**config.mk**
```make
export PLATFORM = sky130hd
export DESIGN_NAME = jk_bank_ctrl
export DESIGN_NICKNAME = d
export VERILOG_FILES = /design/src/rtl/jk_bank_ctrl.sv
export SDC_FILE = /design/constraint.sdc
export NUM_CORES = 1
export LEC_CHECK = 0
export CORE_MARGIN = 10
export CORE_UTILIZATION = 47
export DETAILED_ROUTE_END_ITERATION = 10
export GPL_TIMING_DRIVEN = 0
export HOLD_SLACK_MARGIN = 0.15
export PLACE_DENSITY = 0.79
export RECOVER_POWER = 50
export SYNTH_ARGS = -nofsm -noshare
export SYNTH_HDL_FRONTEND = slang
export SYNTH_SLANG_ARGS = --single-unit
```
**constraint.sdc**
```tcl
create_clock -name clk -period 1.7 [get_ports clk]
set_input_delay 0.51 -clock clk [delete_from_list [all_inputs] [get_ports clk]]
set_output_delay 0.51 -clock clk [all_outputs]
set_load 0.01 [all_outputs]
```
**src/rtl/jk_bank_ctrl.sv**
```systemverilog
// rtl/jk_bank_ctrl.sv - load/clear/count-up/count-down sequencer driving a bank of JK flops
// Optional saturating count (stop at all-ones / zero) enabled by defining JK_CTRL_SAT_EN.
module jk_bank_ctrl #(
  parameter int WIDTH  = 4,
  parameter int STEP_W = 8
) (
  input  logic              clk,
  input  logic              rst,
  input  logic              start,
  input  logic [1:0]        mode,
  input  logic [WIDTH-1:0]  load_val,
  input  logic [STEP_W-1:0] steps,
  input  logic [WIDTH-1:0]  q_fb,
  output logic [WIDTH-1:0]  j_out,
  output logic [WIDTH-1:0]  k_out,
  output logic              busy,
  output logic              done,
  output logic              sat
);

  localparam logic [1:0] ST_IDLE = 2'd0;
  localparam logic [1:0] ST_RUN  = 2'd1;
  localparam logic [1:0] ST_DONE = 2'd2;

  localparam logic [1:0] M_LOAD  = 2'b00;
  localparam logic [1:0] M_UP    = 2'b01;
  localparam logic [1:0] M_DOWN  = 2'b10;
  localparam logic [1:0] M_CLEAR = 2'b11;

  logic [1:0]        state;
  logic [1:0]        mode_r;
  logic [WIDTH-1:0]  val_r;
  logic [STEP_W-1:0] cnt_r;
  logic [WIDTH-1:0]  t_up;
  logic [WIDTH-1:0]  t_dn;
  logic [WIDTH-1:0]  low_mask;
  logic              sat_hit;

  // Toggle enables of a synchronous binary counter: bit i flips when all lower bits
  // are 1 (up) or all lower bits are 0 (down).
  always_comb begin
    t_up     = '0;
    t_dn     = '0;
    low_mask = '0;
    t_up[0]  = 1'b1;
    t_dn[0]  = 1'b1;
    for (int i = 1; i < WIDTH; i++) begin
      low_mask = (WIDTH'(1) << i) - WIDTH'(1);
      t_up[i]  = &(q_fb | ~low_mask);
      t_dn[i]  = ~|(q_fb & low_mask);
    end
  end

`ifdef JK_CTRL_SAT_EN
  assign sat_hit = (state == ST_RUN) &&
                   (((mode_r == M_UP) && (&q_fb)) || ((mode_r == M_DOWN) && (~|q_fb)));
`else
  assign sat_hit = 1'b0;
`endif

  always_comb begin
    j_out = '0;
    k_out = '0;
    if ((state == ST_RUN) && !sat_hit) begin
      case (mode_r)
        M_LOAD: begin
          j_out = val_r;
          k_out = ~val_r;
        end
        M_UP: begin
          j_out = t_up;
          k_out = t_up;
        end
        M_DOWN: begin
          j_out = t_dn;
          k_out = t_dn;
        end
        default: begin
          j_out = '0;
          k_out = '1;
        end
      endcase
    end
  end

  assign busy = (state == ST_RUN);
  assign done = (state == ST_DONE);

  always_ff @(posedge clk) begin
    if (rst) begin
      state  <= ST_IDLE;
      mode_r <= M_LOAD;
      val_r  <= '0;
      cnt_r  <= '0;
    end else begin
      case (state)
        ST_IDLE: begin
          if (start) begin
            mode_r <= mode;
            val_r  <= load_val;
            if ((mode == M_UP) || (mode == M_DOWN)) begin
              cnt_r <= steps;
              state <= (steps == '0) ? ST_DONE : ST_RUN;
            end else begin
              cnt_r <= STEP_W'(1);
              state <= ST_RUN;
            end
          end
        end
        ST_RUN: begin
          cnt_r <= cnt_r - STEP_W'(1);
          if (sat_hit || (cnt_r == STEP_W'(1))) begin
            state <= ST_DONE;
          end
        end
        ST_DONE: state <= ST_IDLE;
        default: state <= ST_IDLE;
      endcase
    end
  end

`ifdef JK_CTRL_SAT_EN
  logic sat_r;

  // Sticky until the next accepted command.
  always_ff @(posedge clk) begin
    if (rst) begin
      sat_r <= 1'b0;
    end else if ((state == ST_IDLE) && start) begin
      sat_r <= 1'b0;
    end else if (sat_hit) begin
      sat_r <= 1'b1;
    end
  end

  assign sat = sat_r;
`else
  assign sat = 1'b0;
`endif

endmodule
```
# Yosys cells after proc, flatten, opt, wreduce, memory -nomap -nowiden

Cells that the tools add are included.

$add $sub $neg: 1
Eq/ne operators: 9
Muxes and demuxes: 12
Bitwise gates (word level): 1
Reductions and logical operators: 15

Operators with widths:

| cell                | count |
|---|---|
| $pmux 4 s3          | 2 |
| $mux 8              | 2 |
| $pmux 8 s2          | 1 |
| $eq 8x1->1 const B  | 1 |
| $logic_not 8->1     | 1 |
| $mux 2              | 4 |
| $mux 4              | 2 |
| $reduce_and 2->1    | 4 |
| $sub 8x1->8 const B | 1 |
| $eq 2x1->1 const B  | 3 |
| $eq 2x2->1 const B  | 3 |
| $logic_not 2->1     | 2 |
| $not 4->4           | 1 |
| $pmux 2 s2          | 1 |
| $logic_not 1->1     | 3 |
| $reduce_and 3->1    | 1 |
| $reduce_or 3->1     | 1 |
| $ne 2x1->1 const B  | 1 |
| $ne 2x2->1 const B  | 1 |
| $reduce_bool 2->1   | 1 |
| $reduce_or 2->1     | 1 |
| $logic_or 1x1->1    | 1 |

Flip-flop bits (word level): 16
Bits of input ports: 21
Output and inout port bits: 11
Logic and storage cells: 42

# Logic depth before layout (Yosys ltp)

Gate-level depths: netlist of the first run.

Word-level depth: 5
Mapped depth: 7
Depth with buffers taken out: 6

# Least setup slack after synthesis of the first run

OpenSTA, ideal clock, no wires.

Path type: flip-flop to output port
Start: register state[0]
End: output j_out[1]
Arrival: 1.095 ns
Data required time: 1.190 ns
Slack: 0.095 ns
Stages on the path, launching flop included: 7
Path buffers: 2
Cells stage by stage: dfxtp_1 nand2b_1 buf_6 inv_4 buf_8 nand2b_1 a21oi_1

Word-level cells in the longest chain between the ends: 2

RTL lines:

| element                | line | text |
|---|---|---|
| start, declared        | 30   | `logic [1:0] state;` |
| start signal, assigned | 103  | `state <= (steps == '0) ? ST_DONE : ST_RUN;` |
| $eq 2x1->1             | n/a  |  |
| named net busy         | 16   | `output logic busy,` |
| $mux 4                 | 64   | `if ((state == ST_RUN) && !sat_hit) begin` |
| end, declared          | 14   | `output logic [WIDTH-1:0] j_out,` |

The timed path passes the listed nets, and every way through them passes these cells.

# Worst setup path after layout of the first run

Start: register mode_r[1]
End: output j_out[3]

Word-level cells in the longest chain between the ends: 3
Elaborated cells on any way between the ends: 5
Classes of those cells: 2 x eq/ne; 2 x mux; 1 x reduce/logical

RTL lines:

| element                                  | line | text |
|---|---|---|
| start, declared                          | 31   | `logic [1:0] mode_r;` |
| start signal, assigned                   | 99   | `mode_r <= mode;` |
| $eq 2x2->1, or another cell as far along | 65   | `case (mode_r)` |
| $pmux 4 s3 *                             | 65   |  |
| $mux 4 *                                 | 64   |  |

Every way passes the cells marked *; elsewhere a longest branch is shown, timed or not.

==> results.yml, run 1 <==
run_status:
  status: "complete, but fails checks"
  violations: "setup timing"
finish:
  syn2layout_area_growth_pct: 44.4
  drive_above_1_share_pct: 31.1
  final_design_area_no_fill_sq_um: 1620
  final_util_pct: 72.3
  finalNetCount: 209
  num_antenna_cells: 0
  fillers: 169
placement:
  place_area_sq_um: 1430
  dp_slack_ns: -0.926
  port_buffers: 28
  routabilityCongestion: 0.907
  hpwlAfterDp_um: 2300
sta:
  layout_setup_ws_ns: -0.314
  slew_violations: 0
  setup_viol: 10
  timing.hold.ws_ns: 0.468
  max_freq_ghz: 0.496
  finalClockSkew_ns: 0.00224
  fin_crit_sh_pct: 118
  rsz0062_at_grt: "true"
  finalHoldViolCount: 0
  slew_headroom_pct: 64.7
  min_period_ns: 2.01
  tns_ns: -1.87
  tightest_slew_ns: 0.530
die:
  die-area_sq_um: 4730
  die_w_um: 68.8
  start_util_pct: 50.1
  core_sq_um: 2230
  rows: 17
  io_pins: 32
  die_y_um: 68.8
clock_network:
  cts_max_level: 1
  clockBufferDepth: 2
  postCtsHoldBufs: 0
  insertion_delay_ns: 0.29
  cts_tree: "yes"
  path_clk_slew_ns: 0.09
  cts_root_buffer: "clkbuf_4"
  cts_buffers: 3
  cts_sinks: 16
critical_path:
  critical-path-top-delay-family: "flip-flops"
  critPathArrivalTime_ns: 1.50
  required_ns: 1.19
  path_depth: 6
  critPathMaxStageDelay_ns: 0.40
  cp-end-kind: "output pin"
  startpoint: "mode_r[1]$_SDFFE_PP0P_"
  rr_startpoint: "state[1]$_SDFFE_PP0P_"
  path_max_fanout: 4
  start_kind: "flop"
  crit_chain: "inv_4, ha_4, and3_4, mux2i_2, a21oi_1, buf_2"
  criticalPathCategory: "flop to output pin"
  reg2reg_depth: 5
  cp_slowest_cell: "dfxtp_4"
  critPathBufInv: 2
global_routing:
  grt_overflow_total: 0
  grt_pass1_wl_um: 5290
  grt_max_degree: 11
  antenna_found_initial: 0
  grt_pass1_vias: 1176
  grt_usage_pct: 14.3
route:
  drtPass1Iterations: 4
  viasPerCell: 5.63
  drc: 0
  drt_iter0_drc: 96
  routedWlPerCell_um: 16.0
  final_antenna_net_count: 0
  num_vias: 1171
  routed_wl_um: 3330
synthesis:
  synth-seq-cells: 16
  yosysWarningCount: 0
  yosysSeqAreaShare_pct: 28.6
  async_reset_ff_share_pct: 0
  post_synth_num_cell_types: 48
  synth_edf_count: 0
  syn-cell-area_sq_um: 1120
  synth_nets: 168
  synthCells: 141
  synthFlopType: "dfxtp_1"
  syn_area_per_cell_sq_um: 7.93
pwr:
  peakVddDrop_v: 0.000591
  p_per_area_nw_per_um2: 719
  p_leak_nw: 0.656
min_path:
  hold_path_startpoint: "val_r[0]$_SDFFE_PP0P_"
  hold_depth: 2
  holdCritPathClass: "flop to flop"
run:
  max_cap_violations: 0
-- path summary, 6_finish.rpt --
| path | end | slack (ns) |
|---|---|---|
| max reg2reg | cnt_r[3]$_SDFFE_PP0P_ | 0.28 |
| max | j_out[3] | -0.31 |
| min | val_r[0]$_SDFFE_PP0P_ | 0.47 |
| min reg2reg | val_r[0]$_SDFFE_PP0P_ | 0.47 |
-- power by group --
group          internal [mW]  switching (mW)  total, mW
registers              0.415          0.0540      0.469
logic                  0.238           0.251      0.489
clock network         0.0825           0.120      0.203
total                  0.736           0.425       1.16
-- through the flow --
step | power, mW | cells
6_report | 1.16 | 208
5_1_grt | 1.24 | 208
4_1_cts | 1.14 | 207
3_5_place_dp | 0.909 | 197
3_3_place_gp | 0.895 | 197
2_1_floorplan | 0.752 | 141
-- logic make-up (layout without fill, tap and decap cells) --
group	Yosys count	in the layout	share of synthesized area, %
xor gates and xnor gates	1	1	1.45
buffers and inverters	17	56	9.28
and+or+nand+nor	58	58	30.1
DFF	16	16	28.6
other	1	1	0.335
muxes	2	2	1.79
adders and majority gates	6	6	6.71
AOI/OAI and AO/OA	40	40	21.7
-- cells in the final DEF (no fill, tap or decap), types with 3 or more instances in the layout --
cell type and instances:
a21oi_1 23, nand2_1 17, buf_4 12, dfxtp_1 12, nor2_1 10, clkdlybuf4s50_1 10, buf_2 7, inv_1 6
dlygate4sd2_1 6, nand3_1 4, ha_4 4, inv_4 3, clkbuf_4 3, dfxtp_4 3
-- synth_stat cells, types with 2 or more instances --
library cell   n  area [sq um]
inv_1          8          30.0
nor2_1        11          41.3
ha_1           6          75.1
dfxtp_1       16           320
nand2_1       17          63.8
nor3b_1        2          15.0
nand3_1        4          20.0
a21oi_1       25           125
a31oi_1        2          12.5
o311ai_1       2          17.5
and3_1         3          18.8
buf_6          2          22.5
nor3_1         2          10.0
nand2b_1       4          25.0
mux2i_1        2          20.0
o21ai_1        2          10.0
nor4_2         2          25.0
-- worst register-to-register path, cell delays in order (launching register included) --
cell and delay [ns]:
dfxtp_2 0.34, buf_4 0.14, or3b_1 0.39, clkbuf_2 0.22, nand3b_1 0.14, o32ai_2 0.07
-- state kept, by name, summed over array words and instances, names as in the netlist --
register	count
state	2
mode_r	2
val_r	4
cnt_r	8
-- layer usage --
layer  wire length [um]  GRT usage, %
met1               1410          15.5
met2               1680          27.0
met3                211          3.54
met4                 28          3.69
met5                  0             0
-- repair_timing --
item | in CTS | in global routing
pin swaps | 12 | 4
setup endpoints to repair | 12 | 20
resized for setup | 66 | 12
setup buffers | 8 | 2
-- final cells by class --
class	count	area, sq um	area share [%]
sequential	16	333	20.6
tap	28	35.0	2.17
inverter	9	41.3	2.56
multi-input combinational	108	823	51.0
buffer	6	52.6	3.25
timing repair buffer	38	308	19.1
clock buffer	3	22.5	1.39
Power figures use the tool's default switching activity.
==> run 2, diff against run 1 <==
Settings changed: PLACE_DENSITY 0.79 to 0.8.
Clock period 1.7 ns to 1.98 ns, I/O delays scaled along.
==> results.yml, run 2 (synthesized netlist as in run 1, its figures left out) <==
critical_path:
  critPathArrivalTime_ns: 1.49
  cp_slowest_cell: "dfxtp_4"
  critPathMaxStageDelay_ns: 0.40
  cp-end-kind: "output pin"
  critical-path-top-delay-family: "flip-flops"
  worstReg2RegEnd: "cnt_r[6]$_SDFFE_PP0P_"
  r2r_slack_ns: 0.57
  path_max_fanout: 4
  reg2reg_depth: 5
  required_ns: 1.39
  crit_chain: "inv_4, ha_4, and3_4, nor2_1, a21oi_1, buf_2"
  critPathBufInv: 2
  startpoint: "mode_r[1]$_SDFFE_PP0P_"
  start_kind: "flop"
  criticalPathCategory: "flop to output pin"
  rr_startpoint: "state[1]$_SDFFE_PP0P_"
sta:
  tns_ns: -0.432
  slew_headroom_pct: 54.9
  setup_viol: 6
  slew_violations: 0
  min_period_ns: 2.08
  rsz0062_at_grt: "true"
  tightest_slew_ns: 0.675
  finalHoldViolCount: 0
  layout_setup_ws_ns: -0.105
  finalClockSkew_ns: 0.0161
  max_freq_ghz: 0.480
  fin_crit_sh_pct: 105
route:
  drtPass1Iterations: 4
  viasPerCell: 5.50
  routed_wl_um: 3080
  routedWlPerCell_um: 15.4
  num_vias: 1099
  final_antenna_net_count: 0
  drt_iter0_drc: 30
  drc: 0
die:
  die-area_sq_um: 4730
  start_util_pct: 50.1
  io_pins: 32
  die_y_um: 68.8
  rows: 17
  die_w_um: 68.8
  core_sq_um: 2230
finish:
  largest_reg_flops: 8
  top_register: "cnt_r"
  fillers: 214
  drive_above_1_share_pct: 20.9
  final_cell_mix: "a21oi_1 (25), nand2_1 (17), clkdlybuf4s50_1 (15)"
  final_util_pct: 66.9
  fin_cells: 200
  regArea_sq_um: 332
  final_common_cell: "a21oi_1"
  syn2layout_area_growth_pct: 33.6
  num_antenna_cells: 0
  multi_input_area_sq_um: 748
  finalNetCount: 200
  final_design_area_no_fill_sq_um: 1490
  top_regs: "cnt_r: 8 flops, val_r: 4 flops"
placement:
  place_inst: 197
  port_buffers: 28
  hpwlAfterDp_um: 2350
  place_area_sq_um: 1430
  routabilityCongestion: 0.933
global_routing:
  grt_max_degree: 12
  antenna_found_initial: 0
  grt_usage_pct: 13.9
  grt_pass1_wl_um: 5160
  grt_pass1_vias: 1145
  grt_overflow_total: 0
run_status:
  status: "complete, but fails checks"
  violations: "setup timing"
min_path:
  hold_depth: 2
  holdPathEnd: "val_r[0]$_SDFFE_PP0P_"
  holdCritPathClass: "flop to flop"
  hold_path_startpoint: "val_r[0]$_SDFFE_PP0P_"
pwr:
  p_clk_share_pct: 22.5
  combPwrFrac_pct: 37.4
  p_leak_nw: 0.590
  sequentialPowerShare_pct: 40.1
  p_sw_mw: 0.352
  peakVddDrop_v: 0.000485
  swShare_pct: 35.3
  p_int_mw: 0.645
  p_per_area_nw_per_um2: 668
clock_network:
  cts_sinks: 16
  cts_buffers: 3
  insertion_delay_ns: 0.30
  cts_tree: "yes"
  cts_max_level: 1
  cts_root_buffer: "clkbuf_4"
  path_clk_slew_ns: 0.11
  clockBufferDepth: 2
run:
  max_cap_violations: 0
-- run 2: cell types whose count changed in the layout (fill, tap and decap cells not counted), sizes merged --
| cell | previous run | this run |
|---|---|---|
| dlygate4sd2 | 6 | 3 |
| dlygate4sd3 | 1 | 0 |
| clkdlybuf4s50 | 10 | 15 |
| buf | 21 | 12 |
| clkdlybuf4s15 | 2 | 4 |
| clkbuf | 6 | 5 |
| dlymetal6s2s | 1 | 0 |
-- run 2: cell type report --
class	count	share of cell area (%)
Multi-Input combinational cell	108	50.1
Sequential cell	16	22.2
Inverter	9	2.93
Timing Repair Buffer	29	16.8
Buffer	6	3.27
Tap cell	28	2.35
Clock buffer	4	2.43
-- run 2: metal layers --
layer  vias up  track usage (%)  share of wire (%)
met1       500             16.0                 44
met3         6             2.58                5.5
met2        32             24.7                 49
li1        561                -                  -
met4         0             5.67                1.5
met5         -                0                  0
-- run 2: stage by stage --
stage | hold WS, ns | total power [mW] | setup WS, ns
final | 0.474 | 0.998 | -0.105
after global routing | 0.489 | 1.07 | -0.178
after CTS | 0.476 | 1.00 | -0.103
after detailed placement | 0.461 | 0.784 | -0.818
after global placement | 0.452 | 0.772 | -0.749
after floorplan | 0.445 | 0.646 | 0.229
-- run 2: worst max path at each step --
| stage | cells past startpoint | slack [ns] | end |
|---|---|---|---|
| CTS | 6 | -0.10 | j_out[3] |
| global route | 6 | -0.18 | j_out[3] |
| global placement | 5 | -0.75 | k_out[3] |
| detailed placement | 5 | -0.82 | j_out[3] |
| floorplan | 3 | 0.23 | j_out[3] |
| finish | 6 | -0.10 | k_out[2] |
-- run 2: power groups by stage --
stage	Combinational, mW	Sequential [mW]	Clock [mW]
3_3_place_gp	0.368	0.404	0
3_5_place_dp	0.379	0.405	0
5_1_grt	0.416	0.406	0.244
6_report	0.373	0.400	0.224
4_1_cts	0.374	0.400	0.227
2_1_floorplan	0.251	0.395	0
-- run 2: repair_timing --
action | 4_1_cts | 5_1_grt
resized for setup | 58 | 2
pin swaps | 5 | 0
gates cloned | 0 | 0
endpoints found under the setup margin | 10 | 9
hold buffers | 0 | 0
setup buffers | 1 | 0
-- run 2: tightest hold or removal path, cell delays in order, from the launching register on --
cell and delay [ns]:
dfxtp_1 0.33, nand2_1 0.05, a21oi_1 0.05
==> run 3, diff against run 2 <==
Settings changed: CORE_UTILIZATION 47 to 25, MAX_ROUTING_LAYER set to met4, PLACE_DENSITY 0.8 to 0.48.
==> results.yml, run 3 (synthesized netlist as in run 1, its figures left out) <==
die:
  rows: 24
  start_util_pct: 25.7
  io_pins: 32
  die_y_um: 86.9
  die-area_sq_um: 7550
  core_sq_um: 4350
  die_w_um: 86.9
critical_path:
  path_depth: 6
  critPathBufInv: 2
  critPathMaxStageDelay_ns: 0.36
  r2r_slack_ns: 0.62
  start_kind: "flop"
  startpoint: "mode_r[0]$_SDFFE_PP0P_"
  critPathArrivalTime_ns: 1.43
  required_ns: 1.39
  crit_path_end: "j_out[3]"
  reg2reg_depth: 5
  critical-path-top-delay-family: "flip-flops"
  cp_slowest_cell: "dfxtp_4"
  cp-end-kind: "output pin"
  rr_startpoint: "cnt_r[0]$_SDFFE_PP0P_"
  crit_chain: "inv_4, ha_4, nor3b_4, mux2i_4, a21oi_2, buf_2"
  criticalPathCategory: "flop to output pin"
  path_max_fanout: 4
  worstReg2RegEnd: "cnt_r[1]$_SDFFE_PP0P_"
finish:
  finalNetCount: 202
  largest_reg_flops: 8
  drive_above_1_share_pct: 29.9
  final_common_cell: "a21oi_1"
  top_register: "cnt_r"
  final_cell_mix: "a21oi_1 (20), nand2_1 (17), clkdlybuf4s50_1 (15)"
  num_antenna_cells: 0
  fillers: 449
  syn2layout_area_growth_pct: 43.7
  top_regs: "cnt_r: 8 flops, val_r: 4 flops"
sta:
  max_freq_ghz: 0.495
  finalHoldViolCount: 0
  fin_crit_sh_pct: 102
  min_period_ns: 2.02
  slew_violations: 0
  tightest_slew_ns: 0.510
  setup_viol: 4
  slew_headroom_pct: 66.0
  layout_setup_ws_ns: -0.0419
  finalClockSkew_ns: 0.00469
  timing.hold.ws_ns: 0.474
  rsz0062_at_grt: "true"
clock_network:
  cts_max_level: 1
  cts_buffers: 3
  cts_root_buffer: "clkbuf_8"
  clockBufferDepth: 2
  postCtsHoldBufs: 0
  cts_tree: "yes"
  insertion_delay_ns: 0.25
  path_clk_slew_ns: 0.07
  cts_sinks: 16
route:
  final_antenna_net_count: 0
  routed_wl_um: 3340
  num_vias: 1116
  routedWlPerCell_um: 14.8
  viasPerCell: 4.94
  drc: 0
  drtPass1Iterations: 4
  drt_iter0_drc: 19
pwr:
  p_sw_mw: 0.375
  p_total_mw: 1.09
  p_per_area_nw_per_um2: 681
  swShare_pct: 34.2
  p_int_mw: 0.720
  peakVddDrop_v: 0.000213
  sequentialPowerShare_pct: 36.8
  p_leak_nw: 0.613
  combPwrFrac_pct: 36.0
  p_clk_share_pct: 27.3
run_status:
  violations: "setup timing"
  status: "complete, but fails checks"
global_routing:
  grt_usage_pct: 9.37
  antenna_found_initial: 0
  grt_max_degree: 12
  grt_pass1_wl_um: 5590
  grt_pass1_vias: 1144
  grt_overflow_total: 0
placement:
  hpwlAfterDp_um: 2550
  port_buffers: 28
  routabilityCongestion: 0.844
min_path:
  holdCritPathClass: "flop to flop"
run:
  max_cap_violations: 0
[run 3: area by class of cell]
class / count / area [sq um] / area share (%)
Buffer: 6 / 48.8 / 3.04
Clock buffer: 4 / 55.1 / 3.42
Inverter: 9 / 46.3 / 2.88
Multi-Input combinational cell: 108 / 810 / 50.4
Sequential cell: 16 / 333 / 20.7
Tap cell: 52 / 65.1 / 4.05
Timing Repair Buffer: 31 / 250 / 15.6
[run 3: how the worst min path moves through the flow]
| stage | cells past startpoint | startpoint | slack (ns) | to |
|---|---|---|---|---|
| floorplan | 2 | val_r[0]$_SDFFE_PP0P_ | 0.44 | val_r[0]$_SDFFE_PP0P_ |
| global placement | 2 | val_r[0]$_SDFFE_PP0P_ | 0.45 | val_r[0]$_SDFFE_PP0P_ |
| detailed placement | 2 | val_r[0]$_SDFFE_PP0P_ | 0.47 | val_r[0]$_SDFFE_PP0P_ |
| CTS | 2 | val_r[0]$_SDFFE_PP0P_ | 0.48 | val_r[0]$_SDFFE_PP0P_ |
| global route | 2 | val_r[0]$_SDFFE_PP0P_ | 0.52 | val_r[0]$_SDFFE_PP0P_ |
| finish | 2 | val_r[0]$_SDFFE_PP0P_ | 0.47 | val_r[0]$_SDFFE_PP0P_ |
[run 3: layer usage]
metal  wire length, um  global-route usage (%)  vias to the layer above
met3               196                    2.62                        4
met1              1470                    11.0                      518
met4                30                    1.77                        0
li1                  -                       -                      562
met5                 0                       -                        -
met2              1640                    15.7                       32
[run 3: through the flow]
step	area (sq um)	std cells	setup TNS (ns)	worst slack [ns]	util (%)
6_report	1610	226	-0.108	-0.0419	36.9
5_1_grt	1610	226	-0.470	-0.114	36.9
4_1_cts	1530	225	-0.179	-0.0645	35.1
3_5_place_dp	1460	221	-6.09	-0.813	33.6
3_3_place_gp	1460	221	-5.90	-0.757	33.6
2_1_floorplan	1120	141	0	0.229	-
[run 3: repair_timing]
item,4_1_cts,5_1_grt
pin swaps,3,7
resized for setup,53,23
setup buffers,2,1
setup endpoints to repair,10,11
[run 3: worst reg2reg max path, cell delays in order (launching register included)]
cell,delay [ns]
dfxtp_1,0.44
inv_1,0.09
ha_1,0.29
inv_1,0.04
a221oi_1,0.28
a211oi_1,0.09
[run 3: power groups by stage]
stage / logic, mW / registers (mW) / clock network [mW]
floorplan: 0.251 / 0.395 / 0
global placement: 0.379 / 0.406 / 0
detailed placement: 0.381 / 0.406 / 0
CTS: 0.375 / 0.400 / 0.304
global route: 0.438 / 0.410 / 0.318
finish: 0.394 / 0.402 / 0.299
